[config.mk]
export PLATFORM = sky130hd
export DESIGN_NAME = pipe_ctrl
export DESIGN_NICKNAME = d
export VERILOG_FILES = /design/src/rtl/pipe_pkg.sv /design/src/rtl/pipe_ctrl_perf.sv /design/src/rtl/pipe_ctrl.sv
export SDC_FILE = /design/constraint.sdc
export NUM_CORES = 1
export LEC_CHECK = 0
export CAP_MARGIN = 20
export CORE_ASPECT_RATIO = 1.1
export CORE_MARGIN = 3
export CORE_UTILIZATION = 35
export CTS_BUF_LIST = sky130_fd_sc_hd__clkbuf_16
export DETAILED_ROUTE_END_ITERATION = 12
export PLACE_DENSITY = 0.69
export SLEW_MARGIN = 20
export SYNTH_ARGS = -nofsm -noshare
export SYNTH_HDL_FRONTEND = slang
export SYNTH_SLANG_ARGS = --single-unit
[constraint.sdc]
create_clock -name clk -period 4 [get_ports clk]
set_input_delay 0.8 -clock clk [delete_from_list [all_inputs] [get_ports clk]]
set_output_delay 0.8 -clock clk [all_outputs]
set_load 0.1 [all_outputs]
[src/rtl/pipe_pkg.sv]
// Shared definitions for the pipeline sequencing controller: uop codes,
// FSM state encoding and the memory-uop classifier.
package pipe_pkg;

  localparam int unsigned UOP_W = 5;

  typedef logic [UOP_W-1:0] uop_t;

  localparam uop_t UOP_NOP = 5'd0;
  localparam uop_t UOP_ADD = 5'd1;
  localparam uop_t UOP_AND = 5'd3;
  localparam uop_t UOP_EOR = 5'd4;
  localparam uop_t UOP_CMP = 5'd5;
  localparam uop_t UOP_LSL = 5'd6;
  localparam uop_t UOP_MOV = 5'd8;
  localparam uop_t UOP_STR = 5'd9;
  localparam uop_t UOP_LDR = 5'd10;

  // Controller states.
  typedef enum logic [1:0] {
    ST_RUN      = 2'd0,
    ST_FLUSH    = 2'd1,
    ST_MEM_WAIT = 2'd2,
    ST_FAULT    = 2'd3
  } state_e;

  // Loads and stores hold issue until data memory answers.
  function automatic logic is_mem_uop(input uop_t uop);
    return (uop == UOP_STR) || (uop == UOP_LDR);
  endfunction

endpackage : pipe_pkg

[src/rtl/pipe_ctrl_perf.sv]
// Performance counters for pipe_ctrl: retired non-NOP uops and stall cycles
// (FLUSH or MEM_WAIT). Only instantiated when PIPE_CTRL_PERF_EN is defined.
module pipe_ctrl_perf
  import pipe_pkg::*;
(
  input  logic        clk,
  input  logic        rst,
  input  state_e      i_state,
  input  logic        i_retire,
  output logic [31:0] o_retired_cnt,
  output logic [31:0] o_stall_cnt
);

  logic [31:0] r_retired_cnt;
  logic [31:0] r_stall_cnt;
  logic        w_stalling;

  assign w_stalling = (i_state == ST_FLUSH) || (i_state == ST_MEM_WAIT);

  // Free-running wrap-around counters, cleared by the synchronous reset.
  always_ff @(posedge clk) begin
    if (rst) begin
      r_retired_cnt <= '0;
      r_stall_cnt   <= '0;
    end else begin
      if (i_retire) begin
        r_retired_cnt <= r_retired_cnt + 32'd1;
      end
      if (w_stalling) begin
        r_stall_cnt <= r_stall_cnt + 32'd1;
      end
    end
  end

  assign o_retired_cnt = r_retired_cnt;
  assign o_stall_cnt   = r_stall_cnt;

endmodule : pipe_ctrl_perf

[src/rtl/pipe_ctrl.sv]
// Sequencing controller between decode and execute. Issues one uop per cycle,
// owns the fetch PC, kills wrong-path slots after a taken branch and holds
// issue while an LDR/STR completes. Optional counters: PIPE_CTRL_PERF_EN.
module pipe_ctrl
  import pipe_pkg::*;
#(
  parameter logic [31:0] PC_RESET    = 32'h0,
  parameter int unsigned FLUSH_DEPTH = 2,   // 1..15
  parameter int unsigned MEM_TIMEOUT = 15   // 1..255
) (
  input  logic        clk,
  input  logic        rst,
  input  logic        dec_valid,
  input  logic [4:0]  dec_uop,
  output logic        dec_ready,
  output logic [4:0]  exec_uop,
  input  logic        branch_taken,
  input  logic [31:0] delta_instruction,
  input  logic        mem_ready,
  output logic [31:0] pc,
  output logic        fetch_en,
  output logic        fault,
  output logic [31:0] retired_cnt,
  output logic [31:0] stall_cnt
);

  localparam logic [3:0] FLUSH_INIT = 4'(FLUSH_DEPTH);
  localparam logic [7:0] TMO_LIMIT  = 8'(MEM_TIMEOUT);

  state_e      r_state;
  logic [31:0] r_pc;
  uop_t        r_exec_uop;
  logic        r_fault;
  logic [3:0]  r_flush_cnt;
  logic [7:0]  r_tmo_cnt;

  logic        w_run;
  logic        w_accept;
  logic [7:0]  w_tmo_next;

  assign w_run      = (r_state == ST_RUN);
  assign dec_ready  = w_run && !branch_taken;
  assign fetch_en   = w_run;
  assign w_accept   = dec_valid && dec_ready;
  assign w_tmo_next = r_tmo_cnt + 8'd1;

  // Controller FSM: issue, PC update, flush countdown and memory-wait timeout.
  // NOTE: every register here uses <= so all next-state terms read the
  // pre-edge values, regardless of statement order within the block.
  always_ff @(posedge clk) begin
    if (rst) begin
      r_state     <= ST_RUN;
      r_pc        <= PC_RESET;
      r_exec_uop  <= UOP_NOP;
      r_fault     <= 1'b0;
      r_flush_cnt <= '0;
      r_tmo_cnt   <= '0;
    end else begin
      // Only an accepted uop reaches execute; every other slot is a bubble.
      r_exec_uop <= w_accept ? dec_uop : UOP_NOP;

      case (r_state)
        ST_RUN: begin
          if (branch_taken) begin
            // Redirect fetch; any uop presented alongside is wrong-path.
            r_pc        <= r_pc + delta_instruction;
            r_flush_cnt <= FLUSH_INIT;
            r_state     <= ST_FLUSH;
          end else if (w_accept) begin
            r_pc <= r_pc + 32'd1;
            if (is_mem_uop(dec_uop)) begin
              r_tmo_cnt <= '0;
              r_state   <= ST_MEM_WAIT;
            end
          end
        end

        ST_FLUSH: begin
          // Slot count includes this cycle; leaving at 1 gives FLUSH_DEPTH
          // bubble cycles after the branch edge.
          if (r_flush_cnt <= 4'd1) begin
            r_state <= ST_RUN;
          end else begin
            r_flush_cnt <= r_flush_cnt - 4'd1;
          end
        end

        ST_MEM_WAIT: begin
          // A completion in the final allowed cycle still beats the timeout.
          if (mem_ready) begin
            r_state <= ST_RUN;
          end else begin
            r_tmo_cnt <= w_tmo_next;
            if (w_tmo_next == TMO_LIMIT) begin
              r_state <= ST_FAULT;
              r_fault <= 1'b1;
            end
          end
        end

        ST_FAULT: begin
          // Absorbing: only reset leaves this state.
          r_state <= ST_FAULT;
        end

        default: begin
          r_state <= ST_RUN;
        end
      endcase
    end
  end

  assign pc       = r_pc;
  assign exec_uop = r_exec_uop;
  assign fault    = r_fault;

`ifdef PIPE_CTRL_PERF_EN
  logic w_retire;

  assign w_retire = w_accept && (dec_uop != UOP_NOP);

  pipe_ctrl_perf u_perf (
    .clk           (clk),
    .rst           (rst),
    .i_state       (r_state),
    .i_retire      (w_retire),
    .o_retired_cnt (retired_cnt),
    .o_stall_cnt   (stall_cnt)
  );
`else
  assign retired_cnt = 32'd0;
  assign stall_cnt   = 32'd0;
`endif

endmodule : pipe_ctrl

==> metrics.md <==
| Metric | Value |
|---|---|
| Status | finished clean |
| Hold_sp | pc[21]$_SDFFE_PP0P_ |
| Min-delay worst type | flip-flop to flip-flop |
| H-tree Lvls | 2 |
| Critical R2R Launch | pc[0]$_SDFFE_PP0P_ |
| Clock Skew | 0.008602 ns |
| Slew @ Worst Pin | 1.008 ns |
| Mean Syn Cell Area | 7.839 sq um |
| Max-slew headroom | 32.57% |
| CP startpoint kind | input pin |
| RSZ-0062 raised after global routing | no |
| Most common cell in the netlist | nand2_1 |
| Initial antenna violation count | 0 |
| Commonest cells in the netlist | nand2_1 (68), buf_4 (64), a21oi_1 (60) |
| Congestion Overflow GR | 0 |
| Root Buffer | clkbuf_16 |
| Setup TNS | 0 ns |
| Vias post-DR | 4061 |
| Die Area | 14400 sq um |
| Clock transition at the registers of the reported paths | 0.07 ns |
| NumNets Final | 737 |
| Worst Setup End Kind | flip-flop |
| CP Launch Point | branch_taken |
| Worst-Skew Late Latency | 0.30 ns |
| Ports | 146 |
| Total Power | 2.158 mW |
| Final setup fails | 0 |
| DRT Pass-1 Iters | 5 |
| Largest net degree at the start of global routing | 19 |
| Net Sw Power | roughly 1.1 mW |
| Final WL | between 10 and 15 mm |
| Cell taking the most area after synthesis | dfxtp_1 |
| Gate power share | 51.4% |
| Die H | 125.5 um |
| Buffers on Ports | ~80 |
| Die X | roughly 110 um |
| Worst R2R Setup Slack | ~1.1 ns |
| Leakage | around 2.4 nW |
| DRT antenna net count | 0 |
| Post-CTS Setup Bufs | 0 |
| Drc violations | 0 |
| Post-synth ARST share | 0% |
| CTS tree | yes |
| Min Clock Period, post-route | 3.637 ns |
| P per Cell Area | about 390 nW/um^2 |
| FMAX | ~270 MHz |
| Arrival time worst endpoint | 3.84 ns |
| Hold_buf cts | 0 |
| Setup CP Type | input pin to flip-flop |
| Total CTS buffers | 5 |
| Seq pwr share | 27.7% |
| Synth top area share | 22.89% |
| Required time worst endpoint | between 4 and 5 ns |
| Int Power | around 1.1 mW |
| Ys Warns | 0 |
| Worst-path cell chain | clkdlybuf4s50_1, buf_4, buf_12, and2_1, ha_1, a21o_1, a2111oi_2, o211ai_2, a31oi_2, o31ai_2, a211oi_2, mux2i_1, a31o_1 |
| Number of DRC markers in iteration 0 | 174 |
| Gr usage total | 15.90% |
| Fin. max-slew vios | 0 |
| Vias in the first global route | 4113 |
| FP Rows | 43 |
| Area delta synth->final | 21.41% |
| Top FF cell, synth | dfxtp_1 |
| Worst vdd ir | 191.5 uV |
| Synth area leaders | dfxtp_1 (23%), buf_4 (11%), ha_1 (9.6%) |
| Clock Path Buffers | 2 |
| Clock share of power | about a fifth |
| Fill count | 1260 |
| Routability congestion estimate | 0.9021 |
| Netlist cell types | 65 |
| Cell area after synthesis | 4547 sq um |
| Vias per cell | 4.971 |
| Post-DP HPWL | 9.280 mm |
| Net Sw Frac | between 50% and 60% |
| Layout cells sized above 1 | 8.182% |
| Register Area | 1041 sq um |
| Number of synthesized flops with an enable pin | 0 |
| Fin crit share | 90.92% |
| Antenna cells | 0 |
| Max Cap Viol | 0 |
| Mapped Cells | 580 |
| Core Area | 12640 sq um |
| Initial Util | around 36% |
| First-pass GRT wire length | 19.17 mm |
| Multi-input combinational cell area | roughly 3100 sq um |
| FF+latch count, synth | 52 |
| Clock sinks | 52 |
| Slowest stage delay, CP | 0.47 ns |
| Post-synthesis sequential area ratio | 22.89% |
| Endpoints failing hold | 0 |
| Wire per inst | 14.25 um |
| Post-CTS sizing | 0 |
| CP max-delay cell | clkdlybuf4s50_1 |
| Worst-path fanout max | 13 |
-- sequential cells by signal (all words and copies together) (netlist names) --
name / count
exec_uop: 5
fault: 1
pc: 32
r_flush_cnt: 4
r_state: 2
r_tmo_cnt: 8
-- worst max-delay path: cells and delay by family --
family	cells	cell delay, ns
AOI/OAI and AO/OA	7	1.63
adders and majority gates	1	0.38
and+or+nand+nor	1	0.14
muxes	1	0.10
buffers and inverters	3	0.78
-- cells in the final DEF, fill, tap and decap left out, types with 8 or more instances in the layout --
cell type / count
clkdlybuf4s50_1: 80
nand2_1: 68
conb_1: 64
a21oi_1: 60
dfxtp_1: 52
and2_1: 39
ha_1: 35
nor2_1: 30
xnor2_1: 21
o21ai_0: 18
buf_4: 18
a21o_1: 16
inv_1: 13
nand3_1: 13
xor2_1: 12
and3_1: 10
nor3_1: 8
-- path summary, 6_finish.rpt --
kind                                       endpoint  depth (start not counted)
worst max-delay path            pc[30]$_SDFFE_PP0P_                         13
worst min register to register  pc[21]$_SDFFE_PP0P_                          2
worst min-delay path            pc[21]$_SDFFE_PP0P_                          2
worst max register to register  pc[28]$_SDFFE_PP0P_                         10
-- through the flow --
step | cell area, sq um | cells | worst slack (ns) | util [%] | hold slack, ns
after floorplan | 4788 | 643 | 0.5169 | - | 0.4933
after global placement | 5371 | 809 | 0.06908 | 42.48 | 0.4596
after detailed placement | 5371 | 809 | 0.05077 | 42.48 | 0.4696
after CTS | 5520 | 817 | 0.3692 | 43.66 | 0.4770
after global routing | 5520 | 817 | 0.1248 | 43.66 | 0.5078
final | 5520 | 817 | 0.3634 | 43.66 | 0.4762
-- final cells by class --
class	count	area share, %
Timing Repair Buffer	100	17.68
Clock buffer	5	2.267
Inverter	13	0.8840
Tap cell	157	3.558
Clock inverter	3	0.4306
Sequential cell	52	18.86
Multi-Input combinational cell	487	56.32
-- power groups by stage --
stage	logic [mW]	clock network (mW)	registers, mW
5_1_grt	1.17	0.481	0.604
4_1_cts	1.11	0.463	0.598
2_1_floorplan	0.661	0	0.876
6_report	1.11	0.451	0.598
3_5_place_dp	1.11	0	0.610
3_3_place_gp	1.10	0	0.608
-- metal layers --
metal | part of all wire, % | vias up | global-route usage, %
met3 | 6.2 | 12 | 3.001
met4 | 1.2 | 0 | 4.123
met5 | 0 | - | 0
met2 | 49 | 128 | 27.75
met1 | 44 | 1864 | 19.88
li1 | - | 2057 | -
-- logic make-up after synthesis --
| kind of cell | synth area share [%] |
|---|---|
| flops | 22.89 |
| other cells | 0.08247 |
| fa+ha+maj | 10.07 |
| simple gates | 22.48 |
| xor+xnor | 6.357 |
| buf+inv | 14.12 |
| compound gates | 23.23 |
| mux | 0.7704 |
Power figures use the tool's default switching activity.
==> RTL change: new RTL, same flow settings <==
The option `PIPE_CTRL_PERF_EN` is turned on by a define.
--- a/src/rtl/pipe_ctrl.sv
+++ b/src/rtl/pipe_ctrl.sv
@@ -3,2 +3,4 @@
 // issue while an LDR/STR completes. Optional counters: PIPE_CTRL_PERF_EN.
+`define PIPE_CTRL_PERF_EN
+
 module pipe_ctrl
Behaviour: not the same (a bounded check fails within 4 cycles, from zero or initial values and one cycle with rst high).
==> RTL change against the original RTL <==
- routed wire length is 60% higher
- sequential cell count increased by 64
- register-to-register slack better by 70 ps
- via count increased by 61%
- synthesized area up 50%
- cell area rose by 67%
- die area increased by 47%
- combinational power rose by 130%
- synthesized cell count is 46% higher
- clock skew grew 0.62 ps
- worst setup slack improved by 130 ps
- total power rose to 2.6 times the old value
- hold slack about the same
- largest cell class unchanged
==> RTL change: results (changes against the original RTL) <==
stage	metric	value	unit	change
drt	number of DRC markers in iteration 0	340		was 174
drt	Pre-antenna DRT Iters	5		unchanged
drt	DR vias	6518		was 4,061
placed_design	port bufs	145		was 81
clock_tree	setup bufs post-CTS	0		unchanged
synthesis	Synth area leaders	dfxtp_1, ha_1, xor2_1		was dfxtp_1, buf_4, ha_1
final_layout	layout filler cell count	1822		was 1,260
global_route	overall routing resource usage	0.174		was 0.159
clock_tree	H-tree Lvls	4		was 2
timing	clock skew	9.23	ps	was 8.60 ps
global_route	first-pass GRT wire length	31200	um	was 19,200 um
global_route	largest net degree at the start of global routing	72		was 19
run_status	status	completed		unchanged
global_route	antenna violations before repair	4		was 0
pwr	Max IR drop VDD	0.432	mV	was 0.192 mV
synthesis	Post-synth top cells	dfxtp_1, nor2_1, nand2_1, a21oi_1, xor2_1		was nand2_1, buf_4, a21oi_1, dfxtp_1, and2_1
placed_design	Placer Congestion	0.906		was 0.902
final_layout	nets	1084		was 737
final_layout	share of layout cells above drive strength 1	0.0671		was 0.0818
placed_design	Placed Area	0.00859	mm2	was 0.00537 mm2
setup_path	crit path DAT	3800	ps	was 3840 ps
global_route	number of global-route vias before repair	6196		was 4,113
clock_tree	CTS max path bufs	2		unchanged
drt	post-DR wirelength/cell	14.9	um	was 14.2 um
clock_tree	clk_lat worst skew	410	ps	was 300 ps
synthesis	Post-synth ARST share	0		unchanged
synthesis	Netlist cell types	58		was 65
clock_tree	CTS buffer count	17		was 5
setup_path	crit path max fanout	6		was 13
pwr	Leakage	0.00360	uW	was 0.00235 uW
timing	Slew headroom	0.318		was 0.326
placed_design	post-DP HPWL	13700	um	was 9280 um
synthesis	Seq/Total Area, Yosys	0.341		was 0.229
placed_design	dpl ws	47.0	ps	was 50.8 ps
[RTL change: layout make-up]
type | count | area [um2] | area share
repair buffers | 162 | 1580 | 0.172
flip-flops and latches | 116 | 2320 | 0.252
clock buffers | 17 | 425 | 0.0461
clock inverters | 15 | 203 | 0.0220
inverters | 18 | 67.6 | 0.00733
multi-input cells | 685 | 4310 | 0.468
well taps | 243 | 304 | 0.0330
[RTL change: power by group]
part	leakage, uW	internal (uW)	switching (uW)
registers	0.000941	1300	139
clock network	0.000296	1050	586
logic	0.00236	765	1810
total	0.00360	3110	2530
[RTL change: worst paths after layout]
check	from	to	slack [ps]	cells after the start
hold / removal	pc[12]	pc[12]	480	2
hold reg to reg	pc[12]	pc[12]	480	2
setup / recovery	branch_taken	pc[31]	490	12
setup reg to reg	pc[0]	pc[28]	1200	10
[RTL change: metrics by stage]
stage	hold slack [ps]	instances
finish	476	1256
global route	502	1256
CTS	475	1256
detailed placement	467	1224
global placement	461	1224
floorplan	485	849
[RTL change: logic make-up after synthesis]
family | share of synthesized area
xor+xnor | 0.0951
fa+ha+maj | 0.0782
mux | 0.00753
compound gates | 0.178
buf+inv | 0.0268
flops | 0.341
simple gates | 0.274
[RTL change: layer usage]
layer  up-vias  track usage  wire length, um
li1       3299            -                -
met1      3020        0.228             8550
met2       169        0.279             8610
met3        22       0.0609             1320
met4         8       0.0363              140
met5         -            0               61
[RTL change: worst max-delay path, cell delays in order]
cell and delay, ps:
clkdlybuf4s50_1 470, buf_4 180, and2_1 140, ha_1 360
and3_1 220, a211oi_2 330, o22ai_1 200, o211ai_2 270
nand4_1 170, a21o_1 190, a21oi_1 130, mux2_1 330
